**config.mk**
```make
export PLATFORM = sky130hd
export DESIGN_NAME = motion_cmd_sequencer_flat
export DESIGN_NICKNAME = d
export VERILOG_FILES = /design/src/rtl/motion_cmd_sequencer_if.sv /design/src/rtl/motion_cmd_sequencer.sv /design/src/flat_wrapper.sv
export SDC_FILE = /design/constraint.sdc
export NUM_CORES = 1
export LEC_CHECK = 0
export CAP_MARGIN = 5
export CELL_PAD_IN_SITES_DETAIL_PLACEMENT = 1
export CELL_PAD_IN_SITES_GLOBAL_PLACEMENT = 1
export CORE_UTILIZATION = 48
export CTS_CLUSTER_DIAMETER = 60
export DETAILED_ROUTE_END_ITERATION = 16
export GPL_TIMING_DRIVEN = 0
export PLACE_DENSITY_LB_ADDON = 0.05
export SLEW_MARGIN = 0
export SYNTH_ARGS = -nofsm -noshare
export SYNTH_HDL_FRONTEND = slang
export SYNTH_SLANG_ARGS = --single-unit
```
**constraint.sdc**
```tcl
create_clock -name clk -period 5.4 [get_ports clk]
set_input_delay 1.08 -clock clk [delete_from_list [all_inputs] [get_ports clk]]
set_output_delay 1.08 -clock clk [all_outputs]
set_load 0.05 [all_outputs]
```
**src/rtl/motion_cmd_sequencer_if.sv**
```systemverilog
// rtl/motion_cmd_sequencer_if.sv - relative-move command stream between plotter path and sequencer
interface motion_cmd_sequencer_if #(
  parameter int COUNT_BITS_X = 8,
  parameter int COUNT_BITS_Y = 8
) ();
  logic                           cmd_valid;
  logic                           cmd_ready;
  logic signed [COUNT_BITS_X-1:0] cmd_dx;
  logic signed [COUNT_BITS_Y-1:0] cmd_dy;

  modport master (output cmd_valid, output cmd_dx, output cmd_dy, input cmd_ready);
  modport slave  (input cmd_valid, input cmd_dx, input cmd_dy, output cmd_ready);
endinterface

```
**src/rtl/motion_cmd_sequencer.sv**
```systemverilog
// rtl/motion_cmd_sequencer.sv - FIFO-buffered XY move launcher with position tracking
// Optional workspace clamping is compiled in with SOFT_LIMIT_EN.
module motion_cmd_sequencer #(
  parameter int COUNT_BITS_X = 8,
  parameter int COUNT_BITS_Y = 8,
  parameter int POS_BITS     = 16,
  parameter int FIFO_DEPTH   = 4,
  parameter int X_MAX        = 200,
  parameter int Y_MAX        = 200
) (
  input  logic                              clk,
  input  logic                              reset,
  input  logic                              clk_en,
  input  logic                              abort,
  motion_cmd_sequencer_if.slave             cmd,
  output logic                              trigger,
  output logic signed [COUNT_BITS_X-1:0]    num_steps_x,
  output logic signed [COUNT_BITS_Y-1:0]    num_steps_y,
  input  logic                              stepper_done,
  output logic signed [POS_BITS-1:0]        pos_x,
  output logic signed [POS_BITS-1:0]        pos_y,
  output logic                              busy,
  output logic [$clog2(FIFO_DEPTH):0]       fifo_count,
  output logic                              clamped
);
  localparam int AW = $clog2(FIFO_DEPTH);
  localparam int CW = AW + 1;

  if ((FIFO_DEPTH & (FIFO_DEPTH - 1)) != 0 || FIFO_DEPTH < 2 || X_MAX < 0 || Y_MAX < 0) begin : g_bad_param
    $error("motion_cmd_sequencer: illegal parameter set");
  end

  typedef enum logic [1:0] {S_IDLE, S_LAUNCH, S_SETTLE, S_WAIT_DONE} state_t;

  logic signed [COUNT_BITS_X-1:0] fifo_dx_q [FIFO_DEPTH];
  logic signed [COUNT_BITS_Y-1:0] fifo_dy_q [FIFO_DEPTH];
  logic [CW-1:0]                  wr_ptr_q, rd_ptr_q;
  logic [CW-1:0]                  count;
  logic                           full, empty, push, pop;

  state_t                         state_q;
  logic                           trigger_q, clamped_q;
  logic signed [COUNT_BITS_X-1:0] steps_x_q;
  logic signed [COUNT_BITS_Y-1:0] steps_y_q;
  logic signed [POS_BITS-1:0]     pos_x_q, pos_y_q;

  logic signed [COUNT_BITS_X-1:0] head_dx, issue_dx;
  logic signed [COUNT_BITS_Y-1:0] head_dy, issue_dy;
  logic                           clamp_hit;

  assign count         = wr_ptr_q - rd_ptr_q;
  assign full          = (count == CW'(FIFO_DEPTH));
  assign empty         = (count == '0);
  assign cmd.cmd_ready = !full && !abort;
  assign push          = cmd.cmd_valid && cmd.cmd_ready;
  assign pop           = (state_q == S_IDLE) && !empty && !abort;
  assign head_dx       = fifo_dx_q[rd_ptr_q[AW-1:0]];
  assign head_dy       = fifo_dy_q[rd_ptr_q[AW-1:0]];

  always_ff @(posedge clk) begin
    if (push) begin
      fifo_dx_q[wr_ptr_q[AW-1:0]] <= cmd.cmd_dx;
      fifo_dy_q[wr_ptr_q[AW-1:0]] <= cmd.cmd_dy;
    end
  end

  // Abort and push are mutually exclusive, so flushing to the pre-edge write pointer is exact.
  always_ff @(posedge clk) begin
    if (reset) begin
      wr_ptr_q <= '0;
      rd_ptr_q <= '0;
    end else begin
      if (push) wr_ptr_q <= wr_ptr_q + 1'b1;
      if (abort) rd_ptr_q <= wr_ptr_q;
      else if (pop) rd_ptr_q <= rd_ptr_q + 1'b1;
    end
  end

`ifdef SOFT_LIMIT_EN
  localparam int TW = POS_BITS + 2;
  logic signed [TW-1:0] tgt_x, tgt_y, lim_x, lim_y;

  always_comb begin
    tgt_x = TW'(pos_x_q) + TW'(head_dx);
    tgt_y = TW'(pos_y_q) + TW'(head_dy);
    lim_x = tgt_x;
    lim_y = tgt_y;
    if (tgt_x < 0) lim_x = '0;
    else if (tgt_x > TW'(X_MAX)) lim_x = TW'(X_MAX);
    if (tgt_y < 0) lim_y = '0;
    else if (tgt_y > TW'(Y_MAX)) lim_y = TW'(Y_MAX);
    issue_dx  = COUNT_BITS_X'(lim_x - TW'(pos_x_q));
    issue_dy  = COUNT_BITS_Y'(lim_y - TW'(pos_y_q));
    clamp_hit = (lim_x != tgt_x) || (lim_y != tgt_y);
  end
`else
  assign issue_dx  = head_dx;
  assign issue_dy  = head_dy;
  assign clamp_hit = 1'b0;
`endif

  // SETTLE burns one clk_en so the previous move's stale done is never taken as completion.
  always_ff @(posedge clk) begin
    if (reset) begin
      state_q   <= S_IDLE;
      trigger_q <= 1'b0;
      clamped_q <= 1'b0;
      steps_x_q <= '0;
      steps_y_q <= '0;
      pos_x_q   <= '0;
      pos_y_q   <= '0;
    end else begin
      clamped_q <= 1'b0;
      case (state_q)
        S_IDLE: begin
          if (pop) begin
            clamped_q <= clamp_hit;
            if (issue_dx != '0 || issue_dy != '0) begin
              steps_x_q <= issue_dx;
              steps_y_q <= issue_dy;
              trigger_q <= 1'b1;
              state_q   <= S_LAUNCH;
            end
          end
        end
        S_LAUNCH: begin
          if (clk_en) begin
            trigger_q <= 1'b0;
            state_q   <= S_SETTLE;
          end
        end
        S_SETTLE: begin
          if (clk_en) state_q <= S_WAIT_DONE;
        end
        S_WAIT_DONE: begin
          if (clk_en && stepper_done) begin
            pos_x_q <= pos_x_q + POS_BITS'(steps_x_q);
            pos_y_q <= pos_y_q + POS_BITS'(steps_y_q);
            state_q <= S_IDLE;
          end
        end
        default: state_q <= S_IDLE;
      endcase
    end
  end

  assign trigger     = trigger_q;
  assign num_steps_x = steps_x_q;
  assign num_steps_y = steps_y_q;
  assign pos_x       = pos_x_q;
  assign pos_y       = pos_y_q;
  assign busy        = (state_q != S_IDLE) || !empty;
  assign fifo_count  = count;
  assign clamped     = clamped_q;
endmodule

```
**src/flat_wrapper.sv**
```systemverilog
// flat-port wrapper written by rule: the top's interface ports become plain ports
module motion_cmd_sequencer_flat 
#(
  parameter int COUNT_BITS_X = 8,
  parameter int COUNT_BITS_Y = 8,
  parameter int POS_BITS     = 16,
  parameter int FIFO_DEPTH   = 4,
  parameter int X_MAX        = 200,
  parameter int Y_MAX        = 200
)
  (clk, reset, clk_en, abort, trigger, num_steps_x, num_steps_y, stepper_done, pos_x, pos_y, busy, fifo_count, clamped, cmd_cmd_valid, cmd_cmd_dx, cmd_cmd_dy, cmd_cmd_ready);
  motion_cmd_sequencer_if #(.COUNT_BITS_X(COUNT_BITS_X), .COUNT_BITS_Y(COUNT_BITS_Y)) cmd_i ();
  input  logic clk;
  input  logic reset;
  input  logic clk_en;
  input  logic abort;
  output logic trigger;
  output logic signed [COUNT_BITS_X-1:0] num_steps_x;
  output logic signed [COUNT_BITS_Y-1:0] num_steps_y;
  input  logic stepper_done;
  output logic signed [POS_BITS-1:0] pos_x;
  output logic signed [POS_BITS-1:0] pos_y;
  output logic busy;
  output logic [$clog2(FIFO_DEPTH):0] fifo_count;
  output logic clamped;
  input wire logic [$bits(cmd_i.cmd_valid)-1:0] cmd_cmd_valid;
  input wire logic [$bits(cmd_i.cmd_dx)-1:0] cmd_cmd_dx;
  input wire logic [$bits(cmd_i.cmd_dy)-1:0] cmd_cmd_dy;
  output wire logic [$bits(cmd_i.cmd_ready)-1:0] cmd_cmd_ready;
  assign cmd_i.cmd_valid = cmd_cmd_valid;
  assign cmd_i.cmd_dx = cmd_cmd_dx;
  assign cmd_i.cmd_dy = cmd_cmd_dy;
  assign cmd_cmd_ready = cmd_i.cmd_ready;
  motion_cmd_sequencer #(.COUNT_BITS_X(COUNT_BITS_X), .COUNT_BITS_Y(COUNT_BITS_Y), .POS_BITS(POS_BITS), .FIFO_DEPTH(FIFO_DEPTH), .X_MAX(X_MAX), .Y_MAX(Y_MAX)) u_core (.clk(clk), .reset(reset), .clk_en(clk_en), .abort(abort), .cmd(cmd_i), .trigger(trigger), .num_steps_x(num_steps_x), .num_steps_y(num_steps_y), .stepper_done(stepper_done), .pos_x(pos_x), .pos_y(pos_y), .busy(busy), .fifo_count(fifo_count), .clamped(clamped));
endmodule
```
## Word level (Yosys, flattened, before mapping)

Memory sizes are Yosys's and may differ from the RTL's. A register that Yosys moved wholly into a read port is not among the register bits.
Cells that the tools add are included.

- Add/sub/neg operators: 5
- Equal/unequal tests: 9
- Muxes and demuxes: 18
- Reduce and logical (&&, ||, !) cells: 21

Operators by type and width:

| cell | number |
|---|---|
| $add 16x8->16 | 2 |
| $mux 2 | 9 |
| $reduce_bool 8->1 | 2 |
| $pmux 2 s4 | 1 |
| $add 3x1->3 const B | 2 |
| $mux 3 | 2 |
| $ne 2x2->1 const B | 3 |
| $reduce_bool 2->1 | 3 |
| $logic_and 1x1->1 | 5 |
| $mux 1 | 5 |
| $reduce_and 5->1 | 1 |
| $eq 2x2->1 const B | 2 |
| $ne 2x1->1 const B | 2 |
| $reduce_and 4->1 | 1 |
| $eq 3x3->1 const B | 1 |
| $logic_not 1->1 | 3 |
| $logic_not 3->1 | 1 |
| $reduce_and 3->1 | 1 |
| $sub 3x3->3 | 1 |
| $eq 2x1->1 const B | 1 |
| $logic_not 2->1 | 1 |
| $logic_or 1x1->1 | 2 |
| $pmux 1 s2 | 1 |
| $reduce_and 2->1 | 1 |

- Register bits after elaboration: 57
- Memory bits (writable): 64
- Input bits: 22
- Output and inout port bits: 55
- Word-level logic and storage cells: 63
- Memories kept: 2

Memory list:

| name | depth | width | rd ports | clocked after memory_dff | write ports | line | RTL |
|---|---|---|---|---|---|---|---|
| u_core.fifo_dx_q | 4 | 8 | 1 | 1 | 1 | motion_cmd_sequencer.sv:35 | `logic signed [COUNT_BITS_X-1:0] fifo_dx_q [FIFO_DEPTH];` |
| u_core.fifo_dy_q | 4 | 8 | 1 | 1 | 1 | motion_cmd_sequencer.sv:36 | `logic signed [COUNT_BITS_Y-1:0] fifo_dy_q [FIFO_DEPTH];` |

## Logic depth before layout (Yosys ltp)

Gate-level depths: netlist (run 1).

- Depth in word-level cells: 9
- Mapped depth: 11

## Least setup slack after synthesis (run 1)

OpenSTA, ideal clock, no wires.

- Path kind: register to output
- Start: register u_core.wr_ptr_q[0]
- End: output port cmd_cmd_ready
- Arrival: 2.907 ns
- Required time: 4.320 ns
- Setup slack: 1.413 ns
- Cell stages (with the launch flop): 7
- Path through: dfxtp_1 -> inv_1 -> ha_1 -> fa_1 -> xnor2_1 -> xnor2_1 -> a31oi_1

- Longest elaborated chain between the ends: 4

Ends and longest elaborated chain:

| what | line | RTL |
|---|---|---|
| start: declaration | motion_cmd_sequencer.sv:37 | `logic [CW-1:0] wr_ptr_q, rd_ptr_q;` |
| start signal: assignment | motion_cmd_sequencer.sv:73 | `if (push) wr_ptr_q <= wr_ptr_q + 1'b1;` |
| $sub 3x3->3 | motion_cmd_sequencer.sv:51 | `assign count = wr_ptr_q - rd_ptr_q;` |
| named net fifo_count[2] | flat_wrapper.sv:24 | `output logic [$clog2(FIFO_DEPTH):0] fifo_count;` |
| $eq 3x3->1 | motion_cmd_sequencer.sv:52 | `assign full = (count == CW'(FIFO_DEPTH));` |
| $logic_not 1->1 | motion_cmd_sequencer.sv:54 | `assign cmd.cmd_ready = !full && !abort;` |
| $logic_and 1x1->1 | motion_cmd_sequencer.sv:54 |  |
| end: declaration | flat_wrapper.sv:29 | `output wire logic [$bits(cmd_i.cmd_ready)-1:0] cmd_cmd_ready;` |

The timed path passes the listed nets, and every way through them passes these cells.

## Worst setup path after layout (run 1)

- Start: register u_core.wr_ptr_q[0]
- End: output port cmd_cmd_ready

- Longest elaborated chain between the ends: 4

Ends and longest elaborated chain:

| what | line |
|---|---|
| $sub 3x3->3 | motion_cmd_sequencer.sv:51 |
| $eq 3x3->1 | motion_cmd_sequencer.sv:52 |
| $logic_not 1->1 | motion_cmd_sequencer.sv:54 |
| $logic_and 1x1->1 | motion_cmd_sequencer.sv:54 |

No other way between the ends.

==> reports/qor.txt, run 1 <==
status - complete, no violations
count of cell types in the netlist - 59
LEAKAGE - 2.995 nW
Total Wirelength - 15940 um
die area - 0.01337 sq mm
crit path launch type - register
area delta synth->final - 24.66%
final worst path period need - 4.387 ns
MaxCap Viol Count - 0
Min-Delay Path Class - register to register
initial antenna violation count - 0
critical path arrival - 3.31 ns
post-route setup TNS - 0 ns
worst-path fanout max - 6
Initial Utilization - 49.13%
Die Width - 115.7 um
number of remaining DRC errors - 0
core box area - 0.01262 sq mm
power density over the cells - 401.1 mW/mm^2
Min Hold Slack - 0.4727 ns
part of the Yosys area used for sequential elements - 50.05%
final hold vios - 0
largest net degree at the start of global routing - 18
Pwr Total - 0.003100 W
DRT iter0 DRCs - 242
Final Net Count - 696
global-route wire length before repair - 25060 um
fmax - 228.0 MHz
cell-internal power - 0.002082 W
unrepaired setup endpoints after global routing - no
Yosys reg bits - 123
vias in the first global route - 4767
Syn Area/Cell - 11.55 sq um
Mapped Nets - 603
Psw - 0.001018 W
Post-DP HPWL - 11230 um
Sequential cell area - 0.003103 sq mm
most common cell after layout, fill and taps aside - clkdlybuf4s50_1
CTS sink count - 123
most frequent cells in the layout - 74 x clkdlybuf4s50_1, 64 x edfxtp_1, 59 x dfxtp_1, 52 x nor2_1, 43 x a21oi_1
Syn Inst Count - 537
multi-input logic area - 0.002864 sq mm
most used cell, CP - xnor2_1
Worst slew margin - 35.36%
Worst Setup Path Type - register to output pin
Final ANT Viol Nets - 0
diodes inserted - 0
CP required - 4.32 ns
final setup fails - 0
Fin Clk Skew - 0.01107 ns
GP Congestion - 0.8756
Longest Clk Path Bufs - 2
PortBufs - 74
grt ovf - 0
setup repair bufs after CTS - 0
Reg power frac - 36.3%
Syn. warnings - 0
layout cell share with drive strength beyond 1 - 7.309%
Final Util - 61.24%
worst-margin pin slew - 0.9696 ns
Root Driver - clkbuf_16
Ports - 77
grt peak-use layer - met2
clock slew at reported path FFs - 0.06 ns
maximum vdd drop - 0.3292 mV
Site Rows - 41
CTS resizes - 0
global routing met3 resource utilization - 4.759%
largest stage delay on the critical path - 0.91 ns
met2 usage - 46.11%
Synth Flop Type - edfxtp_1
die height - 115.7 um
H-tree depth - 4
Clock Latency Late Sink - 0.42 ns
Synth Cell Area - 0.006200 sq mm
Crit. End Element - output pin
CP max-delay cell - clkdlybuf4s50_1
final slew viol count - 0
area leader, netlist - edfxtp_1
WL/cell - 19.56 um
Tot GR Track Use - 25.55%
Post-synth EDFFs - 64
Post-CTS Hold Buffers - 0
crit-path cells - inv_1 > ha_1 > fa_1 > xnor2_1 > xnor2_1 > a31oi_1 > clkdlybuf4s50_1
Post-DP Area - 0.007156 sq mm
clock tree from TritonCTS - done
Combinational Power Share - 27.8%
Net Sw Frac - 32.84%
Avg Vias per Cell - 5.601
routing usage on met1 - 29.32%
FILL cells - 1306
fin area - 0.007729 sq mm
top cells by area, synth - edfxtp_1 31%, dfxtp_1 19%, ha_1 8.3%
fin crit share - 81.24%
Clock Power Share - 35.9%
TritonRoute pass-1 iters - 5
Yosys top cell area share - 31.00%
FFs w/ async S/R, synth - 0%
DR vias - 4565
total CTS buffers - 17
logic make-up (layout without fill, tap and decap cells):
family,after synthesis,count (layout),share of synthesized area [%]
adder cells (fa/ha/maj),44,44,9.243
other,1,1,0.06049
flip-flops,123,123,50.05
AND/OR/NAND/NOR,148,148,11.18
multiplexers,40,40,10.51
AO/OA/AOI/OAI,118,118,12.09
XOR/XNOR,22,22,3.108
buffers and inverters,41,147,3.754
final timing paths:
path	start	endpoint	slack, ns	cells past startpoint
max	u_core.wr_ptr_q[0]	cmd_cmd_ready	1.01	7
max reg2reg	u_core.wr_ptr_q[0]	u_core.wr_ptr_q[2]	2.15	9
min	u_core.pos_x[9]	u_core.pos_x[9]	0.47	2
min reg2reg	u_core.pos_x[9]	u_core.pos_x[9]	0.47	2
power by group through the flow:
stage | Sequential (W) | Clock, W | Combinational [W]
after floorplan | 0.00123 | 0 | 0.000516
after global placement | 0.00114 | 0 | 0.000832
after detailed placement | 0.00114 | 0 | 0.000861
after CTS | 0.00113 | 0.00113 | 0.000869
after global routing | 0.00113 | 0.00117 | 0.000924
final | 0.00112 | 0.00111 | 0.000862
per-layer routing:
metal | vias up | wire length [um]
met2 | 108 | 8381
met4 | 0 | 360
met3 | 30 | 615
li1 | 2199 | -
met1 | 2228 | 6585
met5 | - | 0
layout make-up:
class | count | area share [%]
flip-flops and latches | 123 | 40.15
multi-input cells | 373 | 37.06
clock buffers | 17 | 5.504
clock inverters | 15 | 1.910
well taps | 172 | 2.785
plain buffers | 23 | 2.137
inverters | 18 | 0.8742
repair buffers | 74 | 9.584
flip-flops by register name, summed over array words and instances (netlist names), named ones only:
name and count:
u_core.state_q 2, u_core.trigger 1, u_core.fifo_dx_q 32, u_core.pos_y 16, u_core.num_steps_x 8, u_core.fifo_dy_q 32, u_core.num_steps_y 8, u_core.wr_ptr_q 3
u_core.pos_x 16, u_core.rd_ptr_q 3
synthesized netlist by cell type, types with 11 or more instances:
cell and number:
edfxtp_1 64, dfxtp_1 59, nor2_1 52, a21oi_1 43, ha_1 41, nand2_1 41
mux2i_1 22, inv_1 18, xnor2_1 14, a211oi_1 13, mux4_1 13, nand3_1 12
clkbuf_1 11, o21ai_0 11
worst max-delay path, delay by kind of cell (launching register included):
| kind | cells | cell delay, ns |
|---|---|---|
| AO/OA/AOI/OAI | 1 | 0.44 |
| buffers and inverters | 2 | 1.06 |
| adder cells (fa/ha/maj) | 2 | 0.60 |
| XOR/XNOR | 2 | 0.37 |
| flip-flops | 1 | 0.42 |
stage by stage:
step / instances / setup slack (ns)
finish: 815 / 1.013
global route: 815 / 0.9128
CTS: 815 / 1.037
detailed placement: 783 / 1.547
global placement: 783 / 1.615
floorplan: 537 / 1.413
Note: power is estimated with default switching activity, not from simulation.
==> run 2: changes to the inputs <==
- CORE_UTILIZATION: 48 -> 45
- clock period: 5.4 -> 4.3 ns (I/O delays scaled with it)
==> run 2 against run 1 <==
Compared with the run above:
- via count barely moved
- first-iteration DRC count grew 16%
- combinational power up 24%
- worst setup slack worse by 0.86 ns
- global-route usage decreased by 1.8 points
- critical path depth stayed put
- sequential share of layout area rose by 0.078 points
- register-to-register slack got worse by 1.1 ns
==> reports/qor.txt, run 2 (same netlist as run 1, synthesis figures left out) <==
Longest Clk Path Bufs - 2
FILL cells - 1399
die area - 0.01425 sq mm
vias in the first global route - 4822
initial antenna violation count - 0
Final ANT Viol Nets - 0
final setup fails - 0
r2r startpoint - u_core.wr_ptr_q[0]
final hold vios - 0
Ports - 77
global-route wire length before repair - 25610 um
Clock Latency Late Sink - 0.42 ns
WL/cell - 19.25 um
worst-path fanout max - 6
Avg Vias per Cell - 5.579
Root Driver - clkbuf_16
largest net degree at the start of global routing - 18
Worst Setup Path Type - register to output pin
hold path start - u_core.pos_x[11]
Site Rows - 42
fin area - 0.007714 sq mm
PortBufs - 74
MaxCap Viol Count - 0
Final Util - 57.79%
number of remaining DRC errors - 0
Hold Path Stages - 2
Total Wirelength - 15770 um
grt peak-use layer - met2
Post-CTS Hold Buffers - 0
Worst R2R Path Depth - 9
Post-DP HPWL - 11140 um
Min-Delay Path Class - register to register
LEAKAGE - 2.990 nW
Place WS - 0.6209 ns
Post-DP Area - 0.007161 sq mm
R2R Setup Slk - 1.09 ns
total CTS buffers - 17
grt ovf - 0
routing usage on met1 - 27.33%
critical path arrival - 3.29 ns
R2R Path End - u_core.wr_ptr_q[2]
CP required - 3.44 ns
final slew viol count - 0
Worst slew margin - 39.23%
CTS sink count - 123
placed insts - 787
worst-margin pin slew - 0.9115 ns
core box area - 0.01335 sq mm
GP Congestion - 0.8462
Fin Clk Skew - 0.01126 ns
TritonRoute pass-1 iters - 4
layout cell share with drive strength beyond 1 - 7.154%
Tot GR Track Use - 23.75%
clock tree from TritonCTS - done
H-tree depth - 4
fmax - 240.9 MHz
unrepaired setup endpoints after global routing - no
maximum vdd drop - 0.4386 mV
DRT iter0 DRCs - 281
met2 usage - 42.88%
global routing met3 resource utilization - 5.699%
final worst path period need - 4.152 ns
post-route setup TNS - 0 ns
clock slew at reported path FFs - 0.06 ns
diodes inserted - 0
crit path launch type - register
setup repair bufs after CTS - 0
status - complete, no violations
fin crit share - 96.55%
die height - 119.4 um
Die Width - 119.4 um
CTS resizes - 0
DR vias - 4569
final setup margin - 0.1484 ns
Crit. End Element - output pin
area delta synth->final - 24.42%
most frequent cells in the layout - 74 x clkdlybuf4s50_1, 64 x edfxtp_1, 59 x dfxtp_1, 52 x nor2_1, 43 x a21oi_1
Final Net Count - 696
WHS Endpoint - u_core.pos_x[11]
most common cell after layout, fill and taps aside - clkdlybuf4s50_1
Initial Utilization - 46.45%
Layout Cells excl Fill - 819
power density over the cells - 496.7 mW/mm^2
## run 2: cell types whose count changed in the layout (fill, tap and decap cells not counted), sizes merged
cell,before,now
clkbuf,29,31
clkinvlp,4,2
bufinv,2,1
clkinv,6,7
## run 2: worst max-delay path by stage
stage                               endpoint  slack [ns]          startpoint
final                          cmd_cmd_ready        0.15  u_core.wr_ptr_q[0]
after global routing           cmd_cmd_ready        0.01  u_core.wr_ptr_q[0]
after CTS                      cmd_cmd_ready        0.15  u_core.wr_ptr_q[0]
after detailed placement       cmd_cmd_ready        0.62  u_core.wr_ptr_q[0]
after global placement         cmd_cmd_ready        0.72  u_core.wr_ptr_q[0]
after floorplan           u_core.wr_ptr_q[2]        0.38  u_core.wr_ptr_q[0]
## run 2: layout make-up
type | instances | area, sq um | area share [%]
clock inverters | 13 | 120.1 | 1.557
well taps | 176 | 220.2 | 2.855
plain buffers | 23 | 165.2 | 2.141
repair buffers | 74 | 740.7 | 9.603
flip-flops and latches | 123 | 3103 | 40.23
multi-input cells | 373 | 2864 | 37.13
clock buffers | 19 | 432.9 | 5.612
inverters | 18 | 67.56 | 0.8759
## run 2: per-stage QoR
step	hold slack, ns	total power, W
6_report	0.4696	0.003831
5_1_grt	0.4979	0.003992
4_1_cts	0.4721	0.003870
3_5_place_dp	0.4640	0.002511
3_3_place_gp	0.4636	0.002480
2_1_floorplan	0.5175	0.002199
## run 2: power breakdown
group	total [W]	internal, W	switching, W
combinational	0.00107	0.000444	0.000630
sequential	0.00141	0.00132	0.0000893
clock	0.00135	0.000798	0.000550
total	0.00383	0.00256	0.00127
## run 2: per-layer routing
metal / up-vias / routed length (um)
li1: 2193 / -
met1: 2260 / 6729
met2: 89 / 8243
met3: 27 / 509
met4: 0 / 286
met5: - / 0
## run 2: critical path, stage by stage (launching register included)
cell and delay [ns]:
dfxtp_1 0.40, inv_1 0.13, ha_1 0.21, fa_1 0.39
xnor2_1 0.21, xnor2_1 0.18, a31oi_1 0.47, clkdlybuf4s50_1 0.90
==> run 3: changes to the inputs <==
- REMOVE_ABC_BUFFERS: unset -> 1
==> run 3 against run 2 <==
Compared with the run above:
- sequential power barely moved
- clock power shrank 4%
- critical path depth grew 1
- power decreased by 3.0%
- final area is 2.0% lower
==> reports/qor.txt, run 3 (same netlist as run 1, synthesis figures left out) <==
status - complete, no violations
WP buf/inv - 2
final setup fails - 0
number of remaining DRC errors - 0
GP Congestion - 0.7995
most frequent cells in the layout - 73 x clkdlybuf4s50_1, 64 x edfxtp_1, 59 x dfxtp_1, 52 x nor2_1, 43 x a21oi_1
largest net degree at the start of global routing - 36
global-route wire length before repair - 23910 um
Avg Vias per Cell - 5.559
CP max-delay cell - clkdlybuf4s50_1
Initial Utilization - 46.45%
vias in the first global route - 4682
CP required - 3.44 ns
Post-DP HPWL - 10340 um
total CTS buffers - 17
Worst slew margin - 34.93%
CTS sink count - 123
crit path launch type - register
Min Hold Slack - 0.4713 ns
R2R Setup Slk - 1.02 ns
core box area - 0.01335 sq mm
die height - 119.4 um
Longest Clk Path Bufs - 2
hold path start - u_core.pos_x[9]
Final Net Count - 675
PortBufs - 75
WHS Endpoint - u_core.pos_x[9]
Total Wirelength - 14480 um
die area - 0.01425 sq mm
Crit. End Element - output pin
final slew viol count - 0
initial antenna violation count - 0
Site Rows - 42
crit-path cells - inv_1 > ha_1 > fa_1 > xnor2_1 > xnor2_1 > nor2_1 > nand2_1 > clkdlybuf4s50_1
layout cell share with drive strength beyond 1 - 6.452%
diodes inserted - 0
Ports - 77
maximum vdd drop - 0.3748 mV
final hold vios - 0
setup repair bufs after CTS - 0
clock tree from TritonCTS - done
Worst Setup Path Type - register to output pin
Fin Clk Skew - 0.007329 ns
critical path arrival - 3.00 ns
unrepaired setup endpoints after global routing - no
R2R Path End - u_core.state_q[1]
H-tree depth - 4
DR vias - 4425
largest stage delay on the critical path - 0.79 ns
area delta synth->final - 21.98%
most common cell after layout, fill and taps aside - clkdlybuf4s50_1
Sequential cell area - 0.003103 sq mm
Min-Delay Path Class - register to register
grt ovf - 0
Die Width - 119.4 um
final worst path period need - 3.862 ns
Final ANT Viol Nets - 0
FILL cells - 1407
fin crit share - 89.82%
Worst R2R Path Depth - 7
crit-path leading delay family - buffers and inverters
Place WS - 0.5748 ns
worst-margin pin slew - 0.9747 ns
Hold Path Stages - 2
Final Util - 56.66%
clock slew at reported path FFs - 0.06 ns
multi-input logic area - 0.002870 sq mm
DRT iter0 DRCs - 222
MaxCap Viol Count - 0
WL/cell - 18.19 um
Clock Latency Late Sink - 0.41 ns
Root Driver - clkbuf_16
final setup margin - 0.4377 ns
post-route setup TNS - 0 ns
LEAKAGE - 2.924 nW
worst-path fanout max - 5
power density over the cells - 491.2 mW/mm^2
fmax - 258.9 MHz
TritonRoute pass-1 iters - 4
Tot GR Track Use - 22.03%
most used cell, CP - xnor2_1
[run 3: layout make-up]
cell class	count	share of cell area [%]
Multi-Input combinational cell	373	37.95
Tap cell	176	2.912
Sequential cell	123	41.03
Inverter	18	0.8934
Timing Repair Buffer	76	10.16
Clock inverter	11	1.324
Clock buffer	19	5.725
[run 3: timing repair]
item | in CTS | in global routing
resized for setup | 0 | 1
hold buffers | 0 | 0
hold endpoints to repair | 0 | 0
setup endpoints to repair | 0 | 1
[run 3: worst reg2reg max path, cell delays in order (launching register included)]
cell	delay, ns
dfxtp_1	0.96
mux4_1	0.72
nor4_1	0.40
and4_1	0.28
or3_4	0.34
a21o_4	0.20
mux2i_1	0.23
nor2_1	0.06
[run 3: how the worst max path moves through the flow]
stage                       start                  to  slack (ns)  cells past startpoint
2_1_floorplan  u_core.wr_ptr_q[0]  u_core.wr_ptr_q[2]        0.39                      9
3_3_place_gp                reset    u_core.pos_y[10]       -0.19                      4
3_5_place_dp   u_core.wr_ptr_q[0]       cmd_cmd_ready        0.57                      7
4_1_cts        u_core.wr_ptr_q[0]       cmd_cmd_ready        0.15                      7
5_1_grt        u_core.wr_ptr_q[0]                busy        0.26                      8
6_report       u_core.wr_ptr_q[0]                busy        0.44                      8
[run 3: routing by layer]
layer,vias to the layer above,wire (um),track usage [%]
met5,-,0,0
met4,0,182,6.875
met3,16,414,5.556
met2,61,7401,38.55
met1,2189,6479,26.51
li1,2159,-,-
[run 3: stage by stage]
step | instances | power (W) | area [sq um]
2_1_floorplan | 514 | 0.002136 | 6035
3_3_place_gp | 765 | 0.002409 | 7005
3_5_place_dp | 766 | 0.002456 | 7020
4_1_cts | 796 | 0.003753 | 7553
5_1_grt | 796 | 0.003889 | 7562
6_report | 796 | 0.003715 | 7562
[run 3: where the power goes]
group          internal, W  switching [W]  leakage (nW)
sequential         0.00132       0.000113          1.06
combinational     0.000398       0.000591          1.61
clock             0.000786       0.000506         0.259
total              0.00251        0.00121          2.92
